===== src/rtl/booth_pkg.sv =====
// Shared Booth select-code constants and the accumulator FSM state type.
// Also used by the Booth encoder, so the codes stay in one place.
package booth_pkg;

  localparam logic [2:0] BOOTH_M2A = 3'd1;
  localparam logic [2:0] BOOTH_MA  = 3'd2;
  localparam logic [2:0] BOOTH_0   = 3'd3;
  localparam logic [2:0] BOOTH_PA  = 3'd4;
  localparam logic [2:0] BOOTH_P2A = 3'd5;

  typedef enum logic [1:0] {
    IDLE,
    RUN,
    DONE
  } state_t;

endpackage


===== src/rtl/booth_digit_accumulator_if.sv =====
// Start/select/result bundle between the Booth encoder and the accumulator.
// master = encoder side, slave = accumulator side.
interface booth_digit_accumulator_if #(
  parameter int WIDTH = 16
);
  logic                 start;
  logic [WIDTH-1:0]     multiplicand;
  logic                 sel_valid;
  logic [2:0]           sel;
  logic                 sel_ready;
  logic                 busy;
  logic                 done;
  logic [2*WIDTH-1:0]   product;
  logic                 err;

  modport master (
    output start, multiplicand, sel_valid, sel,
    input  sel_ready, busy, done, product, err
  );

  modport slave (
    input  start, multiplicand, sel_valid, sel,
    output sel_ready, busy, done, product, err
  );
endinterface


===== src/rtl/booth_pp_select.sv =====
// Booth partial-product select: 0, +-A, +-2A on WIDTH+2 bits.
// Illegal codes (0, 6, 7) yield 0 and raise the illegal flag.
module booth_pp_select
  import booth_pkg::*;
#(
  parameter int WIDTH = 16
) (
  input  logic signed [WIDTH-1:0] a,
  input  logic [2:0]              sel,
  output logic signed [WIDTH+1:0] pp,
  output logic                    illegal
);

  logic signed [WIDTH+1:0] ax;

  assign ax = {{2{a[WIDTH-1]}}, a};

  // Decode the select code into the signed partial product.
  always_comb begin
    pp      = '0;
    illegal = 1'b0;
    unique case (sel)
      BOOTH_M2A: pp = -(ax <<< 1);
      BOOTH_MA:  pp = -ax;
      BOOTH_0:   pp = '0;
      BOOTH_PA:  pp = ax;
      BOOTH_P2A: pp = ax <<< 1;
      default:   illegal = 1'b1;
    endcase
  end

endmodule


===== src/rtl/booth_digit_accumulator.sv =====
// Radix-4 Booth digit accumulator: one digit per beat, LSD first.
// Optional macro BOOTH_ERR_CHECK_EN enables the sticky illegal-code flag.
module booth_digit_accumulator
  import booth_pkg::*;
#(
  parameter int WIDTH  = 16,
  parameter int DIGITS = WIDTH / 2
) (
  input logic                      clk,
  input logic                      reset,
  booth_digit_accumulator_if.slave bus
);

  localparam int PW = WIDTH + 2;
  localparam int AW = 2 * WIDTH;
  localparam int CW = (DIGITS > 1) ? $clog2(DIGITS) : 1;

`ifdef BOOTH_ERR_CHECK_EN
  localparam logic ERR_EN = 1'b1;
`else
  localparam logic ERR_EN = 1'b0;
`endif

  state_t                  state;
  logic signed [WIDTH-1:0] a_q;
  logic [AW-1:0]           acc;
  logic [AW-1:0]           acc_nxt;
  logic [AW-1:0]           prod_q;
  logic [AW-1:0]           pp_ext;
  logic [CW-1:0]           cnt;
  logic signed [PW-1:0]    pp;
  logic                    illegal;
  logic                    last;
  logic                    err_q;

  booth_pp_select #(
    .WIDTH(WIDTH)
  ) u_pp (
    .a      (a_q),
    .sel    (bus.sel),
    .pp     (pp),
    .illegal(illegal)
  );

  assign last    = (cnt == CW'(DIGITS - 1));
  assign pp_ext  = {{(AW - PW){pp[PW-1]}}, pp};
  assign acc_nxt = acc + (pp_ext << {cnt, 1'b0});

  // FSM, digit counter, accumulator and product register.
  always_ff @(posedge clk) begin
    if (reset) begin
      state  <= IDLE;
      a_q    <= '0;
      acc    <= '0;
      prod_q <= '0;
      cnt    <= '0;
      err_q  <= 1'b0;
    end else begin
      unique case (state)
        IDLE: begin
          if (bus.start) begin
            a_q   <= bus.multiplicand;
            acc   <= '0;
            cnt   <= '0;
            err_q <= 1'b0;
            state <= RUN;
          end
        end
        RUN: begin
          if (bus.sel_valid) begin
            acc   <= acc_nxt;
            cnt   <= cnt + 1'b1;
            err_q <= err_q | (ERR_EN & illegal);
            if (last) begin
              prod_q <= acc_nxt;
              state  <= DONE;
            end
          end
        end
        DONE: state <= IDLE;
        default: state <= IDLE;
      endcase
    end
  end

  assign bus.sel_ready = (state == RUN);
  assign bus.busy      = (state != IDLE);
  assign bus.done      = (state == DONE);
  assign bus.product   = prod_q;
  assign bus.err       = err_q;

endmodule


===== src/flat_wrapper.sv =====
// flat-port wrapper written by rule: the top's interface ports become plain ports
module booth_digit_accumulator_flat import booth_pkg::*;
#(
  parameter int WIDTH  = 16,
  parameter int DIGITS = WIDTH / 2
)
  (clk, reset, bus_start, bus_multiplicand, bus_sel_valid, bus_sel, bus_sel_ready, bus_busy, bus_done, bus_product, bus_err);
  booth_digit_accumulator_if #(.WIDTH(WIDTH)) bus_i ();
  input logic clk;
  input logic reset;
  input wire logic [$bits(bus_i.start)-1:0] bus_start;
  input wire logic [$bits(bus_i.multiplicand)-1:0] bus_multiplicand;
  input wire logic [$bits(bus_i.sel_valid)-1:0] bus_sel_valid;
  input wire logic [$bits(bus_i.sel)-1:0] bus_sel;
  output wire logic [$bits(bus_i.sel_ready)-1:0] bus_sel_ready;
  output wire logic [$bits(bus_i.busy)-1:0] bus_busy;
  output wire logic [$bits(bus_i.done)-1:0] bus_done;
  output wire logic [$bits(bus_i.product)-1:0] bus_product;
  output wire logic [$bits(bus_i.err)-1:0] bus_err;
  assign bus_i.start = bus_start;
  assign bus_i.multiplicand = bus_multiplicand;
  assign bus_i.sel_valid = bus_sel_valid;
  assign bus_i.sel = bus_sel;
  assign bus_sel_ready = bus_i.sel_ready;
  assign bus_busy = bus_i.busy;
  assign bus_done = bus_i.done;
  assign bus_product = bus_i.product;
  assign bus_err = bus_i.err;
  booth_digit_accumulator #(.WIDTH(WIDTH), .DIGITS(DIGITS)) u_core (.clk(clk), .reset(reset), .bus(bus_i));
endmodule

===== config.mk =====
export PLATFORM = sky130hd
export DESIGN_NAME = booth_digit_accumulator_flat
export DESIGN_NICKNAME = d
export VERILOG_FILES = /design/src/rtl/booth_pkg.sv /design/src/rtl/booth_digit_accumulator_if.sv /design/src/rtl/booth_pp_select.sv /design/src/rtl/booth_digit_accumulator.sv /design/src/flat_wrapper.sv
export SDC_FILE = /design/constraint.sdc
export NUM_CORES = 1
export LEC_CHECK = 0
export ABC_CLOCK_PERIOD_IN_PS = 11700
export CAP_MARGIN = 15
export CELL_PAD_IN_SITES_DETAIL_PLACEMENT = 0
export CELL_PAD_IN_SITES_GLOBAL_PLACEMENT = 1
export CORE_MARGIN = 1
export CORE_UTILIZATION = 46
export DETAILED_ROUTE_END_ITERATION = 6
export PLACE_DENSITY = 0.95
export SYNTH_ARGS = -nofsm -noshare
export SYNTH_HDL_FRONTEND = slang
export SYNTH_SLANG_ARGS = --single-unit

===== constraint.sdc =====
create_clock -name clk -period 11.7 [get_ports clk]
set_input_delay 2.34 -clock clk [delete_from_list [all_inputs] [get_ports clk]]
set_output_delay 2.34 -clock clk [all_outputs]
set_load 0.005 [all_outputs]

==> results.yml, run 1 <==
flow_run:
  drv.max_cap_violation_count: 0
detailed_routing:
  finalWirelength_mm: 17.2
  post_route_ant_nets: 0
  wire_per_inst_microns: 16.3
  drc_errors: 0
  drt-vias-per-instance: 5.80
  vias: 6111
  drt_iter0_drc: 413
  drt_pre_antenna_iters: 5
floorplan:
  fp.dieArea_sq_um: 14200
  placementRows: 42
  die_w_microns: 119
  start_util_pct: 47.3
  core-area_sq_um: 13300
  die-height_microns: 119
  boundary_pins: 59
sta:
  report.final.slew_viol_count: 0
  worst_slew_margin_rel_pct: 29.4
  fmax_mhz: 131
  unrepaired_setup_endpoints_after_global_routing: "false"
  hold_viol: 0
  final.setup.tns_ps: 0
  layout_min_cycle_time_ps: 7620
  final.setup.worst_slack_ps: 4080
  tightestPinTransition_ps: 1060
  finalHoldWorstSlack_ps: 451
  setup-violations-final: 0
  fin_skew_ps: 12.0
  period_share_pct: 65.2
worst_setup_path:
  timing.critical_path.to_type: "flop"
  critical_path.max_fanout: 23
  critical_path_class: "input pin to flop"
  cp-start-kind: "input pin"
  critical_path_required_ps: 11980
  arrival_ps: 7900
cells_and_area:
  area_growth_pct: 14.4
  diodes: 0
  postLayoutCoreUtil_pct: 54.2
  final_nets: 930
  final_design_area_no_fill_sq_um: 7200
  proportion_of_layout_cells_with_a_drive_suffix_above_1_pct: 4.79
  n_fill_cell: 1282
clock_network:
  root_buffer: "sky130_fd_sc_hd__clkbuf_16"
  postCtsSetupRepairBufs: 0
  tritoncts: "built"
  cts_buffers: 9
  clkSlewWorstSetupHoldPaths_ps: 70
  clkLatencyLatePin_ps: 360
  cts-root-to-sink-buffers: 2
  post_cts_hold_buffer_count: 0
  cts_max_level: 3
  postcts_resize_cnt: 0
  tritoncts_num_sinks: 85
yosys:
  ys_seq_elements: 85
  syn-cell-area_sq_um: 6290
  synth_area_leaders: "sky130_fd_sc_hd__dfxtp_1 27%, sky130_fd_sc_hd__a21oi_1 8.9%, sky130_fd_sc_hd__nand2_1 8.1%"
  yosys_most_used_dff: "sky130_fd_sc_hd__dfxtp_1"
  number_of_warnings_printed_during_yosys_synthesis: 0
  most_repeated_cell_in_the_gate_level_netlist_after_synthesis: "sky130_fd_sc_hd__nand2_1"
  syn_avg_cell_area_sq_um: 7.35
  syn-instance-count: 856
  cell_type_contributing_the_most_total_cell_area_after_synthesis: "sky130_fd_sc_hd__dfxtp_1"
  synth-seq-area-share_pct: 27.0
  synth.net_count: 914
  synth_top_area_share_pct: 27.0
  synth_enable_flop_cells: 0
  postSynth.asyncResetShare_pct: 0
  synth_cell_types: 73
  yosys-top-cells-count: "135 x sky130_fd_sc_hd__nand2_1, 112 x sky130_fd_sc_hd__a21oi_1, 85 x sky130_fd_sc_hd__dfxtp_1"
grt:
  grt.total_usage_pct: 25.4
  grt_start_max_net_pins: 41
  first_global_vias: 5827
  global_route.overflow_total: 0
  grt_first_pass_wirelength_mm: 28.7
  number_of_antenna_violations_at_the_first_check_in_global_routing: 0
pwr:
  power_density_nw_per_um2: 116
  power.ir.vdd_worst_v: 0.0000664
  leakage_power_total_nw: 2.75
place:
  finalWeightedCongestion: 0.942
  number_of_i_o_port_buffers: 57
  dpl-instance-area_sq_um: 6850
  pre_cts_ws_ps: 3890
  detailedPlacementHpwl_mm: 12.5
hold_path:
  worstHoldPathType: "flop to flop"
outcome:
  status: "completed"
==> sequential cells by signal (all words and copies together) (netlist names) <==
signal              flops
u_core.acc             32
u_core.bus.product     32
u_core.a_q             16
u_core.cnt              3
u_core.state            2
==> power by group <==
part / switching (W) / internal (W)
Combinational: 0.000116 / 0.0000725
Sequential: 0.00000990 / 0.000296
Clock: 0.000123 / 0.000215
Total: 0.000249 / 0.000584
==> metrics by stage <==
step / cells / power (W)
CTS: 1053 / 0.000836
floorplan: 856 / 0.000451
global placement: 1037 / 0.000497
finish: 1053 / 0.000833
global route: 1053 / 0.000873
detailed placement: 1037 / 0.000497
==> layout by cell type (no fill, tap or decap), types with 12 or more instances in the layout <==
| cell type | n |
|---|---|
| sky130_fd_sc_hd__nand2_1 | 135 |
| sky130_fd_sc_hd__a21oi_1 | 112 |
| sky130_fd_sc_hd__dfxtp_1 | 85 |
| sky130_fd_sc_hd__nor2_1 | 83 |
| sky130_fd_sc_hd__clkdlybuf4s50_1 | 56 |
| sky130_fd_sc_hd__o21ai_0 | 37 |
| sky130_fd_sc_hd__ha_1 | 34 |
| sky130_fd_sc_hd__xnor2_1 | 29 |
| sky130_fd_sc_hd__a22oi_1 | 21 |
| sky130_fd_sc_hd__inv_1 | 18 |
| sky130_fd_sc_hd__mux2i_1 | 17 |
| sky130_fd_sc_hd__a22o_1 | 14 |
| sky130_fd_sc_hd__nor2b_1 | 12 |
| sky130_fd_sc_hd__nor3_1 | 12 |
| sky130_fd_sc_hd__nand3_1 | 12 |
| sky130_fd_sc_hd__a211oi_1 | 12 |
| sky130_fd_sc_hd__a21o_1 | 12 |
==> worst max-delay path: stages <==
cell and delay (ps):
sky130_fd_sc_hd__clkdlybuf4s50_1 820, sky130_fd_sc_hd__nor2b_1 830, sky130_fd_sc_hd__a21oi_1 150, sky130_fd_sc_hd__o22a_1 240, sky130_fd_sc_hd__o22ai_1 380, sky130_fd_sc_hd__mux2i_1 170, sky130_fd_sc_hd__mux2i_1 220, sky130_fd_sc_hd__nor2_1 80
sky130_fd_sc_hd__a21oi_1 230, sky130_fd_sc_hd__ha_1 240, sky130_fd_sc_hd__nand2_1 130, sky130_fd_sc_hd__or4_1 570, sky130_fd_sc_hd__o21ai_0 380, sky130_fd_sc_hd__a21oi_1 180, sky130_fd_sc_hd__o311ai_0 500, sky130_fd_sc_hd__xor2_1 240
sky130_fd_sc_hd__nand2_1 80, sky130_fd_sc_hd__a21oi_1 120
==> layer usage <==
layer	track usage [%]	vias to the layer above	part of all wire [%]
met1	33.0	2801	46
li1	-	3099	-
met3	4.60	27	6.2
met5	0	-	0
met4	10.1	0	2.3
met2	41.2	184	46
==> final timing paths <==
check | startpoint | to | slack [ps] | depth (start not counted)
max | bus_sel[2] | u_core.bus.product[25]$_SDFFE_PP0P_ | 4080 | 18
min | u_core.bus.product[6]$_SDFFE_PP0P_ | u_core.bus.product[6]$_SDFFE_PP0P_ | 450 | 2
max reg2reg | u_core.a_q[0]$_SDFFE_PP0P_ | u_core.bus.product[25]$_SDFFE_PP0P_ | 5690 | 20
min reg2reg | u_core.bus.product[6]$_SDFFE_PP0P_ | u_core.bus.product[6]$_SDFFE_PP0P_ | 450 | 2
==> cell type report <==
class                           instances  area [sq um]  share of cell area [%]
Multi-Input combinational cell        692          4240                    58.8
Clock buffer                           11           243                    3.37
Clock inverter                          5           106                    1.48
Timing Repair Buffer                   64           618                    8.58
Inverter                               20          75.1                    1.04
Sequential cell                        85          1700                    23.6
Tap cell                              176           220                    3.06
==> kinds of logic after synthesis <==
| kind of cell | Yosys count | synth area share [%] |
|---|---|---|
| buffers and inverters | 79 | 5.66 |
| multiplexers | 22 | 3.82 |
| AO/OA/AOI/OAI | 285 | 28.6 |
| other | 1 | 0.0596 |
| adder cells (fa/ha/maj) | 35 | 7.08 |
| flip-flops | 85 | 27.0 |
| XOR/XNOR | 40 | 5.57 |
| AND/OR/NAND/NOR | 309 | 22.2 |
Note: power is estimated with default switching activity, not from simulation.
==> run 2: changes to the inputs <==
--- a/config.mk
+++ b/config.mk
@@ -5,14 +5,14 @@
 export SDC_FILE = /design/constraint.sdc
 export NUM_CORES = 1
 export LEC_CHECK = 0
-export ABC_CLOCK_PERIOD_IN_PS = 11700
+export ABC_CLOCK_PERIOD_IN_PS = 7800
 export CAP_MARGIN = 15
 export CELL_PAD_IN_SITES_DETAIL_PLACEMENT = 0
 export CELL_PAD_IN_SITES_GLOBAL_PLACEMENT = 1
 export CORE_MARGIN = 1
-export CORE_UTILIZATION = 46
+export CORE_UTILIZATION = 43
 export DETAILED_ROUTE_END_ITERATION = 6
-export PLACE_DENSITY = 0.95
+export PLACE_DENSITY = 0.92
 export SYNTH_ARGS = -nofsm -noshare
 export SYNTH_HDL_FRONTEND = slang
 export SYNTH_SLANG_ARGS = --single-unit
==> constraint.sdc (replaced) <==
create_clock -name clk -period 7.8 [get_ports clk]
set_input_delay 1.56 -clock clk [delete_from_list [all_inputs] [get_ports clk]]
set_output_delay 1.56 -clock clk [all_outputs]
set_load 0.005 [all_outputs]
==> run 2 against run 1 <==
Sequential power rose by 50%. First-iteration DRC count up 0.97%. Die area grew 6.9%. Routed wire length up 1.5%. Non-clock buffer count increased by 4. Cell area grew 0.16%. Register-to-register slack worse by 3900 ps. Sequential share of layout area is essentially flat. Clock skew shrank 2.5 ps. Global-route usage fell by 0.99 points. Core utilization decreased by 3.0 points. Hold slack better by 2.0 ps.
==> results.yml, run 2 (same netlist as run 1, synthesis figures left out) <==
cells_and_area:
  mostFrequentLayoutCell: "sky130_fd_sc_hd__nand2_1"
  multi_input_comb_area_sq_um: 4240
  area_growth_pct: 14.6
  most-common-layout-cells: "135 x sky130_fd_sc_hd__nand2_1, 112 x sky130_fd_sc_hd__a21oi_1, 85 x sky130_fd_sc_hd__dfxtp_1, 83 x sky130_fd_sc_hd__nor2_1, 56 x sky130_fd_sc_hd__clkdlybuf4s50_1"
  sequential_cell_area_sq_um: 1700
  proportion_of_layout_cells_with_a_drive_suffix_above_1_pct: 5.11
  n_fill_cell: 1420
  final_nets: 934
  diodes: 0
  final_cell_count_no_fill: 1060
floorplan:
  die_w_microns: 123
  fp.dieArea_sq_um: 15100
  boundary_pins: 59
  core-area_sq_um: 14100
  placementRows: 43
  die-height_microns: 123
  start_util_pct: 44.7
detailed_routing:
  drt_iter0_drc: 417
  vias: 6080
  wire_per_inst_microns: 16.5
  drt-vias-per-instance: 5.74
  drt_pre_antenna_iters: 5
  drc_errors: 0
  finalWirelength_mm: 17.5
  post_route_ant_nets: 0
worst_setup_path:
  critical_path_required_ps: 8080
  cp-start-kind: "input pin"
  worstRegToRegCells: 20
  critical_path.max_fanout: 12
  critical_path_class: "input pin to flop"
  cp_slowest_cell: "sky130_fd_sc_hd__clkdlybuf4s50_1"
  critical-path-max-stage-delay_ps: 730
  worstPathCellList: "clkdlybuf4s50_1 -> nor2b_1 -> a21oi_1 -> o22a_1 -> o22ai_1 -> mux2i_1 -> mux2i_1 -> nor2_1 -> a21oi_1 -> ha_1 -> nand2_1 -> or4_1 -> o21ai_0 -> a21oi_1 -> o311ai_0 -> xor2_1 -> nand2_1 -> a21oi_1"
  arrival_ps: 6810
  timing.critical_path.to_type: "flop"
  crit_path_frequent_cell: "sky130_fd_sc_hd__a21oi_1"
sta:
  tightestPinTransition_ps: 1060
  unrepaired_setup_endpoints_after_global_routing: "false"
  fmax_mhz: 153
  fin_skew_ps: 9.42
  setup-violations-final: 0
  worst_slew_margin_rel_pct: 29.0
  layout_min_cycle_time_ps: 6530
  hold_viol: 0
  period_share_pct: 83.8
  report.final.slew_viol_count: 0
  final.setup.tns_ps: 0
hold_path:
  min_path_cells: 2
  worstHoldPathType: "flop to flop"
place:
  number_of_i_o_port_buffers: 57
  finalWeightedCongestion: 0.944
  detailedPlacementHpwl_mm: 12.7
  place_inst: 1045
outcome:
  status: "completed"
clock_network:
  tritoncts: "built"
  root_buffer: "sky130_fd_sc_hd__clkbuf_16"
  cts_buffers: 9
  postcts_resize_cnt: 0
  cts-root-to-sink-buffers: 2
  post_cts_hold_buffer_count: 0
  postCtsSetupRepairBufs: 0
  tritoncts_num_sinks: 85
  clkLatencyLatePin_ps: 350
  clkSlewWorstSetupHoldPaths_ps: 60
  cts_max_level: 3
pwr:
  power_density_nw_per_um2: 169
  total_power_w: 0.00122
  power.ir.vdd_worst_v: 0.000148
  leakage_power_total_nw: 2.76
grt:
  first_global_vias: 5730
  grt_first_pass_wirelength_mm: 28.8
  global_route.overflow_total: 0
  grt.total_usage_pct: 24.4
  grt_start_max_net_pins: 76
  number_of_antenna_violations_at_the_first_check_in_global_routing: 0
flow_run:
  drv.max_cap_violation_count: 0
-- run 2: changes by cell type in the layout (fill, tap and decap cells not counted), sizes merged --
cell,previous run,this run
inv,19,18
clkinv,2,3
clkbuf,11,12
clkinvlp,1,0
buf,8,12
bufinv,3,2
-- run 2: layer usage --
metal / track usage (%) / wire length, microns / share of wire [%] / vias to the layer above
li1: - / - / - / 3099
met1: 32.2 / 8230 / 47 / 2801
met2: 39.7 / 8080 / 46 / 156
met3: 5.17 / 807 / 4.6 / 24
met4: 7.30 / 331 / 1.9 / 0
met5: 0 / 0 / 0 / -
-- run 2: worst paths after layout --
kind	startpoint	endpoint	slack, ps
worst max-delay path	bus_sel[1]	u_core.bus.product[25]$_SDFFE_PP0P_	1270
worst min-delay path	u_core.bus.product[4]$_SDFFE_PP0P_	u_core.bus.product[4]$_SDFFE_PP0P_	450
worst min register to register	u_core.bus.product[4]$_SDFFE_PP0P_	u_core.bus.product[4]$_SDFFE_PP0P_	450
worst max register to register	u_core.a_q[0]$_SDFFE_PP0P_	u_core.bus.product[25]$_SDFFE_PP0P_	1790
-- run 2: final cells by class --
cell class                      instances  share of cell area, %
Sequential cell                        85                   23.6
Timing Repair Buffer                   68                   8.99
Inverter                               20                   1.04
Multi-Input combinational cell        692                   58.7
Clock inverter                          3                  0.954
Clock buffer                           12                   3.56
Tap cell                              180                   3.12
-- run 2: power by group --
part / switching [W] / total [W] / internal, W
logic: 0.000174 / 0.000284 / 0.000110
clock network: 0.000178 / 0.000475 / 0.000297
registers: 0.0000158 / 0.000460 / 0.000444
total: 0.000368 / 0.00122 / 0.000851
-- run 2: critical path, delay by kind of cell --
family                   cells  cell delay [ps]
XOR/XNOR                     1              230
buffers and inverters        1              730
adder cells (fa/ha/maj)      1              240
multiplexers                 2              370
AO/OA/AOI/OAI                8             2130
AND/OR/NAND/NOR              5             1530
-- run 2: stage by stage --
step                hold slack [ps]  worst slack (ps)  util, %  cell area, sq um
floorplan                       432              2640        -              6290
global placement                443              1090     48.9              6890
detailed placement              448              1070     48.9              6890
CTS                             456              1380     51.2              7210
global route                    473               892     51.2              7210
finish                          453              1270     51.2              7210
==> run 3: changes to the inputs <==
--- a/config.mk
+++ b/config.mk
@@ -5,7 +5,7 @@
 export SDC_FILE = /design/constraint.sdc
 export NUM_CORES = 1
 export LEC_CHECK = 0
-export ABC_CLOCK_PERIOD_IN_PS = 7800
+export ABC_CLOCK_PERIOD_IN_PS = 6500
 export CAP_MARGIN = 15
 export CELL_PAD_IN_SITES_DETAIL_PLACEMENT = 0
 export CELL_PAD_IN_SITES_GLOBAL_PLACEMENT = 1
==> constraint.sdc (replaced) <==
create_clock -name clk -period 6.5 [get_ports clk]
set_input_delay 1.3 -clock clk [delete_from_list [all_inputs] [get_ports clk]]
set_output_delay 1.3 -clock clk [all_outputs]
set_load 0.005 [all_outputs]
==> run 3 against run 2 <==
Setup slack worse by 570 ps. Highest routed layer unchanged. Clock power up 14%. Global-route usage decreased by 0.71 points. Largest cell class unchanged. Clock-buffer cell count is 2 lower. Sequential cell count unchanged. Cell area is 0.85% higher. Core utilization up 0.43 points.
==> results.yml, run 3 (same netlist as run 1, synthesis figures left out) <==
floorplan:
  fp.dieArea_sq_um: 15100
  boundary_pins: 59
  die_w_microns: 123
  placementRows: 43
  core-area_sq_um: 14100
  start_util_pct: 44.7
  die-height_microns: 123
worst_setup_path:
  r2r_slack_ps: 1010
  critical_path_required_ps: 6780
  critical_path.reg2reg.startpoint: "u_core.a_q[0]$_SDFFE_PP0P_"
  timing.critical_path.to_type: "flop"
  critical_path_launch_point: "bus_sel[1]"
  worstPathCellList: "clkdlybuf4s50_1 -> nand2b_1 -> o21ai_0 -> a21oi_1 -> o22ai_1 -> nor2_1 -> a21oi_1 -> o21ai_0 -> a21oi_1 -> ha_1 -> nand2_1 -> or4_1 -> o21ai_0 -> a21oi_1 -> o311ai_0 -> xor2_1 -> nand2_1 -> a21oi_1"
  worstRegToRegCells: 20
  critical_path.max_fanout: 11
  cp-start-kind: "input pin"
  critical-path-max-stage-delay_ps: 600
  crit_path_frequent_cell: "sky130_fd_sc_hd__a21oi_1"
  critical_path_class: "input pin to flop"
  reg2reg_to: "u_core.bus.product[30]$_SDFFE_PP0P_"
  cp_slowest_cell: "sky130_fd_sc_hd__clkdlybuf4s50_1"
  arrival_ps: 6080
  worstSetupEndpoint: "u_core.bus.product[25]$_SDFFE_PP0P_"
detailed_routing:
  drc_errors: 0
  post_route_ant_nets: 0
  drt_iter0_drc: 471
  finalWirelength_mm: 17.3
  drt-vias-per-instance: 5.73
  wire_per_inst_microns: 16.1
  drt_pre_antenna_iters: 5
  vias: 6133
clock_network:
  clkLatencyLatePin_ps: 350
  clkSlewWorstSetupHoldPaths_ps: 60
  root_buffer: "sky130_fd_sc_hd__clkbuf_16"
  cts_buffers: 9
  post_cts_hold_buffer_count: 0
  postcts_resize_cnt: 0
  cts_max_level: 3
  tritoncts_num_sinks: 85
  cts-root-to-sink-buffers: 2
  postCtsSetupRepairBufs: 0
  tritoncts: "built"
sta:
  layout_min_cycle_time_ps: 5800
  period_share_pct: 89.2
  finalHoldWorstSlack_ps: 451
  setup-violations-final: 0
  tightestPinTransition_ps: 884
  worst_slew_margin_rel_pct: 41.0
  hold_viol: 0
  fmax_mhz: 172
  unrepaired_setup_endpoints_after_global_routing: "false"
  final.setup.tns_ps: 0
  report.final.slew_viol_count: 0
  fin_skew_ps: 8.96
cells_and_area:
  area_growth_pct: 15.5
  mostFrequentLayoutCell: "sky130_fd_sc_hd__nand2_1"
  proportion_of_layout_cells_with_a_drive_suffix_above_1_pct: 6.18
  final_nets: 945
  most-common-layout-cells: "135 x sky130_fd_sc_hd__nand2_1, 112 x sky130_fd_sc_hd__a21oi_1, 85 x sky130_fd_sc_hd__dfxtp_1, 83 x sky130_fd_sc_hd__nor2_1, 56 x sky130_fd_sc_hd__clkdlybuf4s50_1"
  diodes: 0
grt:
  gr-usage-met2_pct: 37.9
  grtUsageMet1_pct: 31.4
  global_route.usage.met3_pct: 5.30
  first_global_vias: 5622
  grt_start_max_net_pins: 45
  grt.total_usage_pct: 23.7
  global_route.overflow_total: 0
  grt_first_pass_wirelength_mm: 28.0
  number_of_antenna_violations_at_the_first_check_in_global_routing: 0
  gr-max-usage-layer: "met2"
flow_run:
  drv.max_cap_violation_count: 0
place:
  finalWeightedCongestion: 0.949
  detailedPlacementHpwl_mm: 12.8
  number_of_i_o_port_buffers: 57
outcome:
  status: "completed"
hold_path:
  worstHoldStart: "u_core.bus.product[7]$_SDFFE_PP0P_"
  worstHoldPathType: "flop to flop"
pwr:
  power_density_nw_per_um2: 198
  leakage_power_total_nw: 2.79
  power.ir.vdd_worst_v: 0.000155
==> run 3: cell count changes in the layout (fill, tap and decap cells not counted), sizes merged <==
cell      change
clkinv        -1
buf          +11
clkinvlp      +2
clkbuf        -2
==> run 3: critical path: cells and delay by family <==
family / cells / cell delay (ps)
and+or+nand+nor: 5 / 1320
buffers and inverters: 1 / 600
adders and majority gates: 1 / 380
AOI/OAI and AO/OA: 10 / 2230
xor gates and xnor gates: 1 / 240
==> run 3: final cells by class <==
cell class / count / area, sq um
repair buffers: 79 / 731
multi-input cells: 692 / 4240
fillers: 1397 / 6820
flip-flops and latches: 85 / 1700
inverters: 20 / 75.1
clock inverters: 4 / 75.1
well taps: 180 / 225
clock buffers: 10 / 229
==> run 3: through the flow <==
stage	cell area, sq um	worst slack (ps)	instances	utilization (%)	power [W]
floorplan	6290	1600	856	-	0.000811
global placement	6970	440	1056	49.4	0.000906
detailed placement	6970	401	1056	49.4	0.000904
CTS	7270	743	1070	51.6	0.00145
global route	7270	360	1070	51.6	0.00151
finish	7270	699	1070	51.6	0.00144
==> run 3: worst min path at each step <==
stage | end | slack, ps | cells past startpoint
finish | u_core.bus.product[7]$_SDFFE_PP0P_ | 450 | 2
global route | u_core.bus.product[4]$_SDFFE_PP0P_ | 480 | 2
CTS | u_core.bus.product[7]$_SDFFE_PP0P_ | 450 | 2
detailed placement | u_core.bus.product[7]$_SDFFE_PP0P_ | 450 | 2
global placement | u_core.acc[22]$_SDFFE_PP0P_ | 440 | 2
floorplan | u_core.acc[14]$_SDFFE_PP0P_ | 430 | 2
==> run 3: power breakdown <==
| part | internal (W) | total [W] | switching, W |
|---|---|---|---|
| Sequential | 0.000533 | 0.000551 | 0.0000184 |
| Clock | 0.000332 | 0.000543 | 0.000210 |
| Combinational | 0.000138 | 0.000348 | 0.000210 |
==> run 3: per-layer routing <==
metal | vias to the layer above | wire [microns]
li1 | 3118 | -
met1 | 2824 | 7970
met2 | 169 | 7910
met3 | 22 | 1060
met4 | 0 | 331
met5 | - | 0
